--- src/rtl/bitwise_logic_pkg.sv ---
// rtl/bitwise_logic_pkg.sv - op encodings and op type for bitwise_logic_unit
package bitwise_logic_pkg;

    typedef logic [2:0] op_t;

    localparam op_t OP_AND     = 3'b000;
    localparam op_t OP_OR      = 3'b001;
    localparam op_t OP_XOR     = 3'b010;
    localparam op_t OP_NOR     = 3'b011;
    localparam op_t OP_XNOR    = 3'b100;
    localparam op_t OP_ANDN    = 3'b101;
    localparam op_t OP_ACC_XOR = 3'b110;
    localparam op_t OP_ACC_CLR = 3'b111;

endpackage

--- src/rtl/bitwise_logic_unit_logic_slice.sv ---
// rtl/bitwise_logic_unit_logic_slice.sv - combinational function unit (result and next accumulator)
module logic_slice
    import bitwise_logic_pkg::*;
#(
    parameter int               WIDTH    = 32,
    parameter logic [WIDTH-1:0] ACC_INIT = '0
) (
    input  logic [2:0]       op,
    input  logic [WIDTH-1:0] A,
    input  logic [WIDTH-1:0] B,
    input  logic [WIDTH-1:0] acc,
    output logic [WIDTH-1:0] result,
    output logic [WIDTH-1:0] acc_next
);

    always_comb begin
        result   = '0;
        acc_next = acc;
        case (op)
            OP_AND:     result = A & B;
            OP_OR:      result = A | B;
            OP_XOR:     result = A ^ B;
            OP_NOR:     result = ~(A | B);
            OP_XNOR:    result = ~(A ^ B);
            OP_ANDN:    result = A & ~B;
            OP_ACC_XOR: begin
                acc_next = acc ^ A ^ B;
                result   = acc ^ A ^ B;
            end
            // Clear reports the value being discarded so a checksum can be read and reset in one op.
            OP_ACC_CLR: begin
                result   = acc;
                acc_next = ACC_INIT;
            end
            default:    result = '0;
        endcase
    end

endmodule

--- src/rtl/bitwise_logic_unit.sv ---
// rtl/bitwise_logic_unit.sv - registered bitwise unit with XOR accumulator; BITWISE_LOGIC_PARITY_EN adds a parity output
module bitwise_logic_unit
    import bitwise_logic_pkg::*;
#(
    parameter int               WIDTH    = 32,
    parameter logic [WIDTH-1:0] ACC_INIT = '0
) (
    input  logic             clk,
    input  logic             reset,
    input  logic             in_valid,
    output logic             in_ready,
    input  logic [2:0]       op,
    input  logic [WIDTH-1:0] A,
    input  logic [WIDTH-1:0] B,
    output logic             out_valid,
    input  logic             out_ready,
    output logic [WIDTH-1:0] R,
    output logic             zero,
    output logic [WIDTH-1:0] acc
`ifdef BITWISE_LOGIC_PARITY_EN
    ,
    output logic             parity
`endif
);

    logic             out_valid_q, out_valid_d;
    logic [WIDTH-1:0] r_q, r_d;
    logic             zero_q, zero_d;
    logic [WIDTH-1:0] acc_q, acc_d;
    logic [WIDTH-1:0] slice_result;
    logic [WIDTH-1:0] slice_acc_next;
    logic             accept;
    logic             consume;

    logic_slice #(
        .WIDTH    (WIDTH),
        .ACC_INIT (ACC_INIT)
    ) u_slice (
        .op       (op),
        .A        (A),
        .B        (B),
        .acc      (acc_q),
        .result   (slice_result),
        .acc_next (slice_acc_next)
    );

    // Single output register: a slot frees up in the same cycle the consumer takes it.
    assign in_ready = !out_valid_q || out_ready;
    assign accept   = in_valid && in_ready;
    assign consume  = out_valid_q && out_ready;

    always_comb begin
        out_valid_d = out_valid_q;
        r_d         = r_q;
        zero_d      = zero_q;
        acc_d       = acc_q;
        if (accept) begin
            out_valid_d = 1'b1;
            r_d         = slice_result;
            zero_d      = ~|slice_result;
            acc_d       = slice_acc_next;
        end else if (consume) begin
            out_valid_d = 1'b0;
        end
    end

    always_ff @(posedge clk) begin
        if (reset) begin
            out_valid_q <= 1'b0;
            r_q         <= '0;
            zero_q      <= 1'b1;
            acc_q       <= ACC_INIT;
        end else begin
            out_valid_q <= out_valid_d;
            r_q         <= r_d;
            zero_q      <= zero_d;
            acc_q       <= acc_d;
        end
    end

    assign out_valid = out_valid_q;
    assign R         = r_q;
    assign zero      = zero_q;
    assign acc       = acc_q;

`ifdef BITWISE_LOGIC_PARITY_EN
    logic parity_q, parity_d;

    always_comb begin
        parity_d = parity_q;
        if (accept) begin
            parity_d = ^slice_result;
        end
    end

    always_ff @(posedge clk) begin
        if (reset) begin
            parity_q <= 1'b0;
        end else begin
            parity_q <= parity_d;
        end
    end

    assign parity = parity_q;
`endif

endmodule
--- config.mk ---
export PLATFORM = sky130hd
export DESIGN_NAME = bitwise_logic_unit
export DESIGN_NICKNAME = d
export VERILOG_FILES = /design/src/rtl/bitwise_logic_pkg.sv /design/src/rtl/bitwise_logic_unit_logic_slice.sv /design/src/rtl/bitwise_logic_unit.sv
export SDC_FILE = /design/constraint.sdc
export NUM_CORES = 1
export LEC_CHECK = 0
export CELL_PAD_IN_SITES_DETAIL_PLACEMENT = 1
export CELL_PAD_IN_SITES_GLOBAL_PLACEMENT = 2
export CORE_MARGIN = 2
export CORE_UTILIZATION = 30
export DETAILED_ROUTE_END_ITERATION = 16
export PLACE_DENSITY = 0.84
export SYNTH_ARGS = -nofsm -noshare
export SYNTH_HDL_FRONTEND = slang
export SYNTH_HIERARCHICAL = 1
export SYNTH_SLANG_ARGS = --single-unit
--- constraint.sdc ---
create_clock -name clk -period 3.1 [get_ports clk]
set_input_delay 0.93 -clock clk [delete_from_list [all_inputs] [get_ports clk]]
set_output_delay 0.93 -clock clk [all_outputs]
set_load 0.03 [all_outputs]
==> results of run 1 <==
cell usage in the layout, fill, tap and decap left out, drive strengths merged, types with 3 or more instances in the layout:
cell	instances
xnor2	48
a311oi	16
nor3	48
nand3	80
clkdlybuf4s50	86
and3	17
dfxtp	66
nand2b	3
o211ai	16
or3	16
a21oi	113
dlymetal6s2s	36
mux2	32
o21ai	97
a211o	16
nor4	8
buf	220
inv	68
clkbuf	10
clkinv	3
nand2	35
a22oi	16
ha	32
o22ai	16
o22a	16
o21bai	16
a221oi	32
dlygate4sd2	10
o31ai	16
metal layers:
layer | share of wire | vias up
met2 | 0.46 | 231
li1 | - | 4002
met1 | 0.47 | 4144
met4 | 0.021 | 0
met3 | 0.050 | 38
met5 | 0 | -
what timing repair did:
| action | in CTS | in global routing |
|---|---|---|
| pin swaps | 16 | 42 |
| setup endpoints to repair | 1 | 2 |
| setup buffers | 6 | 12 |
| resized for setup | 18 | 62 |
worst max-delay path: cells and delay by family:
family                   cells  cell delay (ns)
multiplexers                 1             0.28
AND/OR/NAND/NOR              2             0.48
AO/OA/AOI/OAI                4             0.85
buffers and inverters        2             0.54
adder cells (fa/ha/maj)      1             0.21
how the worst min path moves through the flow:
stage | to | cells after the start | startpoint | slack, ns
global placement | R[8] | 2 | R[8] | 0.47
global route | R[29] | 2 | R[29] | 0.51
floorplan | R[31] | 2 | R[31] | 0.61
CTS | R[29] | 2 | R[29] | 0.48
finish | R[29] | 2 | R[29] | 0.48
detailed placement | R[29] | 2 | R[29] | 0.47
cell type report:
| type | count | area share |
|---|---|---|
| multi-input combinational | 696 | 0.4727 |
| timing repair buffer | 352 | 0.3139 |
| sequential | 66 | 0.1263 |
| tap | 285 | 0.03408 |
| inverter | 68 | 0.02440 |
| clock buffer | 10 | 0.02188 |
| clock inverter | 6 | 0.006458 |
| antenna | 1 | 0.0002392 |
power groups by stage:
stage	logic (mW)	registers [mW]	clock network (mW)
after floorplan	0.602	1.02	0
after global placement	1.30	0.948	0
after detailed placement	1.33	0.950	0
after CTS	1.36	0.932	1.11
after global routing	1.52	0.939	1.15
final	1.43	0.932	1.10
cell families (layout without fill, tap and decap cells):
family                   after synthesis  in the layout  synth area share
AO/OA/AOI/OAI                        371            371            0.3556
AND/OR/NAND/NOR                      213            213            0.1607
buffers and inverters                152            436            0.1104
flip-flops                            66             66            0.1925
XOR/XNOR                              48             48           0.06124
adder cells (fa/ha/maj)               32             32           0.05832
multiplexers                          32             32           0.06124
other                                  0              1                 0
registers in the layout (all words and copies together), names as in the netlist:
| register | flops |
|---|---|
| out_valid | 1 |
| acc | 32 |
| R | 32 |
| zero | 1 |
per-stage QoR:
step            TNS, ns  cells  total power, mW
6_report              0   1484            3.454
5_1_grt        -0.01101   1483            3.613
4_1_cts               0   1471            3.399
3_5_place_dp     -1.359   1449            2.279
3_3_place_gp     -1.237   1449            2.251
2_1_floorplan         0    914            1.627
==> flow_summary.toml, run 1 <==
[outcome]
outcome = "finished clean"

[detailed_routing]
postRouteAntennaNets = 0
drt_first_iter_violations = 519
drc = 0
route.detailed.wl_per_inst_um = 20.61
via_per_inst = 5.670
route.final.wire_length_um = 30590
dr_total_vias = 8415
drt-pass1-iter-count = 5

[global_routing]
grt_pass1_vias = 8459
global_route_wire_length_before_repair_um = 47090
groute.layer.met2.usage = 0.4006
top_usage_layer = "met2"
antenna_found_initial = 0
gr_layer_usage_met1 = 0.3437
grt_start_max_net_pins = 67
global_route.usage.met3 = 0.03565
grtUsageTotal = 0.2461
grt.overflow.total = 0

[clock_network]
number_of_cts_inserted_buffers = 9
cts-root-buf = "clkbuf_16"
cts_num_sinks = 66
tritoncts_clock_tree = "done"
path_clk_slew_ns = 0.07
cts-hold-fix-buffers = 0
worstSkewPairLatency_ns = 0.36
clock_tree.htree_level_count = 3
clock_path_buffers = 2

[synthesis]
synth_sequential_area_ratio = 0.1925
synth-seq-cells = 66
avgSynthCellArea_um2 = 7.511
yosysWarnings = 6
synth.area.top_cells = "dfxtp_1 19%, a21oi_1 8.2%, xnor2_1 6.1%"
asr_flop_ratio_synth = 0
synthesis.nets = 1017
synth_common_cells = "113 x a21oi_1, 80 x nand3_1, 66 x dfxtp_1, 66 x inv_1, 50 x o21ai_1"
yosysMostFrequentCell = "a21oi_1"
netlist.area_leader.share = 0.1925
synth_largest_area_cell = "dfxtp_1"
edff_count_synth = 0
synthesis.area_mm2 = 0.006865
syn-instance-count = 914
dominantRegCellSynth = "dfxtp_1"
synth_unique_cells = 41

[layout]
area.sequential_mm2 = 0.001321
multi_input_area_mm2 = 0.004946
final_core_util = 0.4635
fin_area_mm2 = 0.01046
syn2layout_area_growth_pct = 52.40
finish.net_count = 1296
drive_above_1_share = 0.2671
number_of_fill_cells_in_the_layout = 2747

[power_and_ir_drop]
pwr-share-clk = 0.317
power.density_cell_area_mw_per_mm2 = 330.2
comb_power_share = 0.413
seqPwrFrac = 0.270
irDropWorstVdd_mv = 0.2603
sw_frac_of_total = 0.3646
leakage_power_total_nw = 4.510
power_report.internal_total_mw = 2.195
net-switching-power_mw = 1.259

[place]
dpl_worst_slack_ns = -0.5417
gp_routability_congestion = 0.8804
dpl.hpwl_um = 21120
port-buffer-count = 137
placedInstanceArea_mm2 = 0.009794

[worst_setup_path]
worstRegToRegCells = 7
setup.worst_path.end = "zero"
r2r-end = "zero"
crit_path_start = "A[19]"
critPathKind = "in -> reg"
crit_arrival_ns = 3.30
timing.critical_path.slowest_stage_cell = "clkdlybuf4s50_1"
reg2reg_slack_ns = 0.86
critical_path.max_stage_delay_ns = 0.48
cp_max_fo = 2
rr_startpoint = "acc[17]"
critical_path_cell_list = "clkdlybuf4s50_1 > inv_1 > ha_1 > mux2_4 > a221oi_2 > a21oi_1 > a211o_1 > nor4_4 > nand4_1 > o311ai_1"
critPathLaunchType = "primary input"
critical_path.endpoint_type = "flip-flop"
required_ns = 3.35

[sta]
min_period_ns = 3.043
maxSlewHeadroom = 0.4461
max_slew.worst_pin.slew_ns = 0.8308
ratio_of_final_minimum_period_to_clock_period = 0.9815
fin_worst_hold_slack_ns = 0.4769
fmax_mhz = 328.7
slew_violations = 0
worst_slack_ns = 0.05734
finalHoldViolCount = 0
report.final.setup_viol = 0
clock_skew_ns = 0.01492

[floorplan]
die-width_um = 155.3
dieHeight_um = 155.3
die_area_mm2 = 0.02411
start_util = 0.3042
number_of_top_level_pins = 138
floorplan.core_area_mm2 = 0.02257
std_cell_rows = 55

[worst_hold_path]
timing.hold.worst.class = "reg -> reg"

[run]
cap_viol_max_count = 0
Power figures use the tool's default switching activity.
==> inputs of run 2 (changes only) <==
--- a/config.mk
+++ b/config.mk
@@ -5,12 +5,13 @@
 export SDC_FILE = /design/constraint.sdc
 export NUM_CORES = 1
 export LEC_CHECK = 0
+export ABC_AREA = 1
 export CELL_PAD_IN_SITES_DETAIL_PLACEMENT = 1
 export CELL_PAD_IN_SITES_GLOBAL_PLACEMENT = 2
 export CORE_MARGIN = 2
-export CORE_UTILIZATION = 30
+export CORE_UTILIZATION = 26
 export DETAILED_ROUTE_END_ITERATION = 16
-export PLACE_DENSITY = 0.84
+export PLACE_DENSITY = 0.83
 export SYNTH_ARGS = -nofsm -noshare
 export SYNTH_HDL_FRONTEND = slang
 export SYNTH_HIERARCHICAL = 1
==> run 2 against run 1 <==
Final area shrank 16%. Utilization shrank 12 points. Cell count grew 12%. Sequential share of layout area grew 2.5 points. Register-to-register slack gained 0.69 ns. Clock skew shrank 0.0065 ns. Area after synthesis shrank 3.5%. Routed wire length shrank 15%. Die area grew 11%. Synthesized cell count grew 31%. Critical path type unchanged. Critical endpoint unchanged.
==> flow_summary.toml, run 2 <==
[outcome]
outcome = "finished clean"

[power_and_ir_drop]
comb_power_share = 0.370
net-switching-power_mw = 1.229
power_report.internal_total_mw = 2.086
leakage_power_total_nw = 4.465
seqPwrFrac = 0.300
irDropWorstVdd_mv = 0.1814
pwr-share-clk = 0.330
sw_frac_of_total = 0.3708
power.density_cell_area_mw_per_mm2 = 379.3

[sta]
ratio_of_final_minimum_period_to_clock_period = 0.9050
fin_worst_hold_slack_ns = 0.4801
max_slew.worst_pin.slew_ns = 0.9007
clock_skew_ns = 0.008407
report.final.setup_viol = 0
fmax_mhz = 356.4
rsz0062_at_grt = "no"
finalHoldViolCount = 0
min_period_ns = 2.806
maxSlewHeadroom = 0.3981
slew_violations = 0

[detailed_routing]
drt-pass1-iter-count = 5
dr_total_vias = 7766
route.final.wire_length_um = 25990
drc = 0
via_per_inst = 4.687
postRouteAntennaNets = 0
drt_first_iter_violations = 341
route.detailed.wl_per_inst_um = 15.69

[synthesis]
synth_xor_area_frac = 0.04232
yosysWarnings = 6
netlist.area_leader.share = 0.1995
share_of_cell_area_taken_by_muxes_after_synthesis = 0
synth_sequential_area_ratio = 0.1995
synth_common_cells = "297 x nand2_1, 202 x inv_1, 188 x nor2_1"
synth-seq-cells = 66
synth-simple-area-share = 0.4474
syn-instance-count = 1196
synth.area.top_cells = "dfxtp_1 20%, nand2_1 17%, nand3_1 12%"
dominantRegCellSynth = "dfxtp_1"
synthesis.nets = 1299
yosysMostFrequentCell = "nand2_1"
synthesis.area_mm2 = 0.006623
avgSynthCellArea_um2 = 5.537
asr_flop_ratio_synth = 0
synth_unique_cells = 27
synth_largest_area_cell = "dfxtp_1"
edff_count_synth = 0
complex_gate_fraction_of_the_synthesized_area = 0.08048
post_synth_fa_ha_maj_area_fraction = 0.06046
synth_top_family_by_area = "simple AND/OR/NAND/NOR gates"

[floorplan]
std_cell_rows = 58
start_util = 0.2638
dieHeight_um = 163.6
die_area_mm2 = 0.02677
number_of_top_level_pins = 138
floorplan.core_area_mm2 = 0.02511
die-width_um = 163.6

[place]
gp_routability_congestion = 0.7652
dpl.hpwl_um = 19390
port-buffer-count = 137
placedInstanceArea_mm2 = 0.008431

[layout]
syn2layout_area_growth_pct = 31.95
finish.net_count = 1425
layout.cells.most_common = "nand2_1"
final_core_util = 0.3480
drive_above_1_share = 0.05279
number_of_fill_cells_in_the_layout = 3378
area.sequential_mm2 = 0.001321
fin_area_mm2 = 0.008738
layout.cells.most_common_list = "297 x nand2_1, 202 x inv_1, 188 x nor2_1"
multi_input_area_mm2 = 0.004182

[clock_network]
cts-root-buf = "clkbuf_16"
tritoncts_clock_tree = "done"
clock_path_buffers = 2
cts-hold-fix-buffers = 0
number_of_cts_inserted_buffers = 9
cts_num_sinks = 66
worstSkewPairLatency_ns = 0.34
post-cts-setup-buffers = 0
cts.repair.resized = 0
clock_tree.htree_level_count = 3
path_clk_slew_ns = 0.06

[worst_setup_path]
crit_path_start = "op[0]"
cp_max_fo = 32
critical_path.endpoint_type = "flip-flop"
critPathKind = "in -> reg"
critPathLaunchType = "primary input"
required_ns = 3.33
crit_arrival_ns = 3.04
rr_startpoint = "acc[12]"

[global_routing]
grt_start_max_net_pins = 35
grtUsageTotal = 0.1970
grt_pass1_vias = 7986
grt.overflow.total = 0
antenna_found_initial = 1
global_route_wire_length_before_repair_um = 41640

[run]
cap_viol_max_count = 0

[worst_hold_path]
timing.hold.worst.class = "reg -> reg"
timing.hold.worst.start = "R[0]"
-- run 2: cell types whose count changed in the layout (fill, tap and decap cells not counted), sizes merged, moves of 36 or more --
cell	change
nand2	+265
nor2	+190
buf	-181
inv	+140
a21oi	-103
nand3	+89
clkdlybuf4s50	+48
xnor2	-48
nor3	-47
dlymetal6s2s	-36
-- run 2: worst max-delay path, stage by stage --
cell	delay (ns)
clkdlybuf4s50_1	0.54
nor2_4	0.74
nand3_1	0.17
nand3_1	0.15
nor2_1	0.06
nand3_1	0.11
nor2_1	0.07
nand3_1	0.06
nor2_1	0.05
nand2_1	0.09
o21bai_1	0.08
-- run 2: final timing paths --
path               end  slack (ns)  depth (start not counted)
hold reg to reg   R[0]        0.48                          2
setup / recovery  zero        0.29                         11
hold / removal    R[0]        0.48                          2
setup reg to reg  zero        1.55                         10
-- run 2: cells by family after synthesis --
group / count (synthesis)
AND/OR/NAND/NOR: 694
buffers and inverters: 266
AO/OA/AOI/OAI: 106
flip-flops: 66
XOR/XNOR: 32
adder cells (fa/ha/maj): 32
-- run 2: layout make-up --
cell class / count / share of cell area
multi-input combinational: 864 / 0.4785
timing repair buffer: 173 / 0.1979
sequential: 66 / 0.1512
inverter: 208 / 0.08992
tap: 330 / 0.04725
clock buffer: 13 / 0.03093
clock inverter: 2 / 0.004009
antenna: 1 / 0.0002864
-- run 2: power groups by stage --
stage	clock network, mW	logic [mW]	registers [mW]
2_1_floorplan	0	0.619	1.14
3_3_place_gp	0	1.20	1.01
3_5_place_dp	0	1.23	1.01
4_1_cts	1.13	1.24	0.997
5_1_grt	1.16	1.37	1.01
6_report	1.09	1.23	0.995
-- run 2: layer usage --
layer	vias to the layer above	wire length, um	GRT usage
met5	-	0	0
li1	3976	-	-
met2	142	12200	0.3417
met3	26	886	0.02743
met1	3622	12400	0.2532
met4	0	502	0.05662
-- run 2: metrics by stage --
stage	total power, mW	TNS [ns]	cells	setup slack [ns]
after global routing	3.533	0	1657	0.05620
after floorplan	1.756	0	1196	0.8996
after detailed placement	2.243	-0.08577	1641	-0.08577
after CTS	3.361	0	1656	0.2881
final	3.315	0	1657	0.2944
after global placement	2.214	-0.05013	1641	-0.05013
==> inputs of run 3 (changes only) <==
--- a/config.mk
+++ b/config.mk
@@ -9,9 +9,11 @@
 export CELL_PAD_IN_SITES_DETAIL_PLACEMENT = 1
 export CELL_PAD_IN_SITES_GLOBAL_PLACEMENT = 2
 export CORE_MARGIN = 2
-export CORE_UTILIZATION = 26
+export CORE_UTILIZATION = 28
 export DETAILED_ROUTE_END_ITERATION = 16
-export PLACE_DENSITY = 0.83
+export GPL_ROUTABILITY_DRIVEN = 0
+export GPL_TIMING_DRIVEN = 0
+export PLACE_DENSITY = 0.89
 export SYNTH_ARGS = -nofsm -noshare
 export SYNTH_HDL_FRONTEND = slang
 export SYNTH_HIERARCHICAL = 1
==> constraint.sdc (replaced) <==
create_clock -name clk -period 3.4 [get_ports clk]
set_input_delay 1.02 -clock clk [delete_from_list [all_inputs] [get_ports clk]]
set_output_delay 1.02 -clock clk [all_outputs]
set_load 0.03 [all_outputs]
==> run 3 against run 2 <==
Clock power is 6% lower. Via count increased by 1.5%. Routed wire length is 5.7% higher. Sequential share of layout area up 0.11 points. Sequential power fell by 8.6%. Sequential cell count is the same. Non-clock buffer count increased by 19. Register-to-register slack gained 0.13 ns.
==> flow_summary.toml, run 3 (same netlist as run 2, synthesis figures left out) <==
[outcome]
outcome = "finished clean"

[detailed_routing]
route.final.wire_length_um = 27480
via_per_inst = 4.733
drt_first_iter_violations = 394
drt-pass1-iter-count = 5
drc = 0
route.detailed.wl_per_inst_um = 16.50
dr_total_vias = 7881
postRouteAntennaNets = 0

[layout]
final_core_util = 0.3719
fin_area_mm2 = 0.008677
drive_above_1_share = 0.05572
finish.net_count = 1444
layout.cells.most_common_list = "297 x nand2_1, 202 x inv_1, 188 x nor2_1"
layout.cells.most_common = "nand2_1"
antenna_cells = 0
syn2layout_area_growth_pct = 31.02

[clock_network]
clock_tree.htree_level_count = 3
cts.repair.resized = 0
path_clk_slew_ns = 0.06
cts_num_sinks = 66
cts-root-buf = "clkbuf_16"
tritoncts_clock_tree = "done"
clock_path_buffers = 2
cts-hold-fix-buffers = 0
worstSkewPairLatency_ns = 0.35
number_of_cts_inserted_buffers = 9
post-cts-setup-buffers = 0

[worst_setup_path]
critPathKind = "in -> out"
critPathLaunchType = "primary input"
critical_path.endpoint_type = "primary output"
required_ns = 2.38
critPathMostFrequentCell = "clkdlybuf4s50_1"
timing.critical_path.slowest_stage_cell = "clkdlybuf4s50_1"
crit_arrival_ns = 2.27
cp_max_fo = 3
worstRegToRegCells = 10
critical_path_cell_list = "clkdlybuf4s50_1 > inv_2 > nand2_4 > clkdlybuf4s50_1"
critical_path.max_stage_delay_ns = 0.67

[floorplan]
start_util = 0.2838
std_cell_rows = 56
dieHeight_um = 157.8
die_area_mm2 = 0.02490
number_of_top_level_pins = 138
floorplan.core_area_mm2 = 0.02333
die-width_um = 157.8

[sta]
worst_slack_ns = 0.1092
clock_skew_ns = 0.01068
min_period_ns = 3.291
slew_violations = 0
maxSlewHeadroom = 0.4231
finalHoldViolCount = 0
ratio_of_final_minimum_period_to_clock_period = 0.9679
report.final.setup_viol = 0
max_slew.worst_pin.slew_ns = 0.8653
setup_total_negative_slack_ns = 0
fmax_mhz = 303.9
rsz0062_at_grt = "no"

[place]
port-buffer-count = 134
dpl_worst_slack_ns = 0.1021
dpl.hpwl_um = 20560
placedInstanceArea_mm2 = 0.008363

[worst_hold_path]
min_delay_path_depth = 2
timing.hold.worst.class = "reg -> reg"

[power_and_ir_drop]
irDropWorstVdd_mv = 0.1937
design_power_total_mw = 3.057
leakage_power_total_nw = 4.453
power.density_cell_area_mw_per_mm2 = 352.4

[global_routing]
grt_pass1_vias = 7955
grtUsageTotal = 0.2213
global_route_wire_length_before_repair_um = 42240
grt.overflow.total = 0
grt_start_max_net_pins = 13
antenna_found_initial = 0

[run]
cap_viol_max_count = 0
run 3: cell count changes in the layout (fill, tap and decap cells not counted), moves of 2 or more:
cell,delta
buf_6,+6
buf_12,-8
clkbuf_1,+14
buf_2,+22
clkinv_4,+2
buf_4,-17
run 3: path summary, 6_finish.rpt:
kind	start	endpoint	slack, ns
worst min-delay path	R[30]	R[30]	0.48
worst min register to register	R[30]	R[30]	0.48
worst max register to register	acc[7]	zero	1.68
worst max-delay path	out_ready	in_ready	0.11
run 3: area by class of cell:
type / count / area (um2)
multi-input combinational: 864 / 4177
tap: 319 / 399.1
clock inverter: 5 / 61.31
inverter: 208 / 785.8
sequential: 66 / 1321
fill: 3197 / 14660
timing repair buffer: 134 / 1341
buffer: 58 / 339.1
clock buffer: 11 / 252.7
run 3: per-layer routing:
metal / vias up / GRT usage / share of wire
li1: 4011 / - / -
met1: 3703 / 0.2819 / 0.46
met2: 139 / 0.3915 / 0.49
met3: 28 / 0.02053 / 0.034
met4: 0 / 0.07143 / 0.018
met5: - / 0 / 0
run 3: worst max-delay path, delay by kind of cell:
family / cells / cell delay [ns]
buf+inv: 3 / 1.18
simple gates: 1 / 0.06
run 3: where the power goes:
group          leakage [nW]  switching, mW  internal (mW)
registers             0.547         0.0682          0.841
logic                  3.75          0.699          0.427
clock network         0.156          0.411          0.613
run 3: per-stage QoR:
stage | std cells | hold WS [ns]
after floorplan | 1196 | 0.6083
after global placement | 1649 | 0.4641
after detailed placement | 1649 | 0.4756
after CTS | 1665 | 0.4897
after global routing | 1665 | 0.5173
final | 1665 | 0.4843
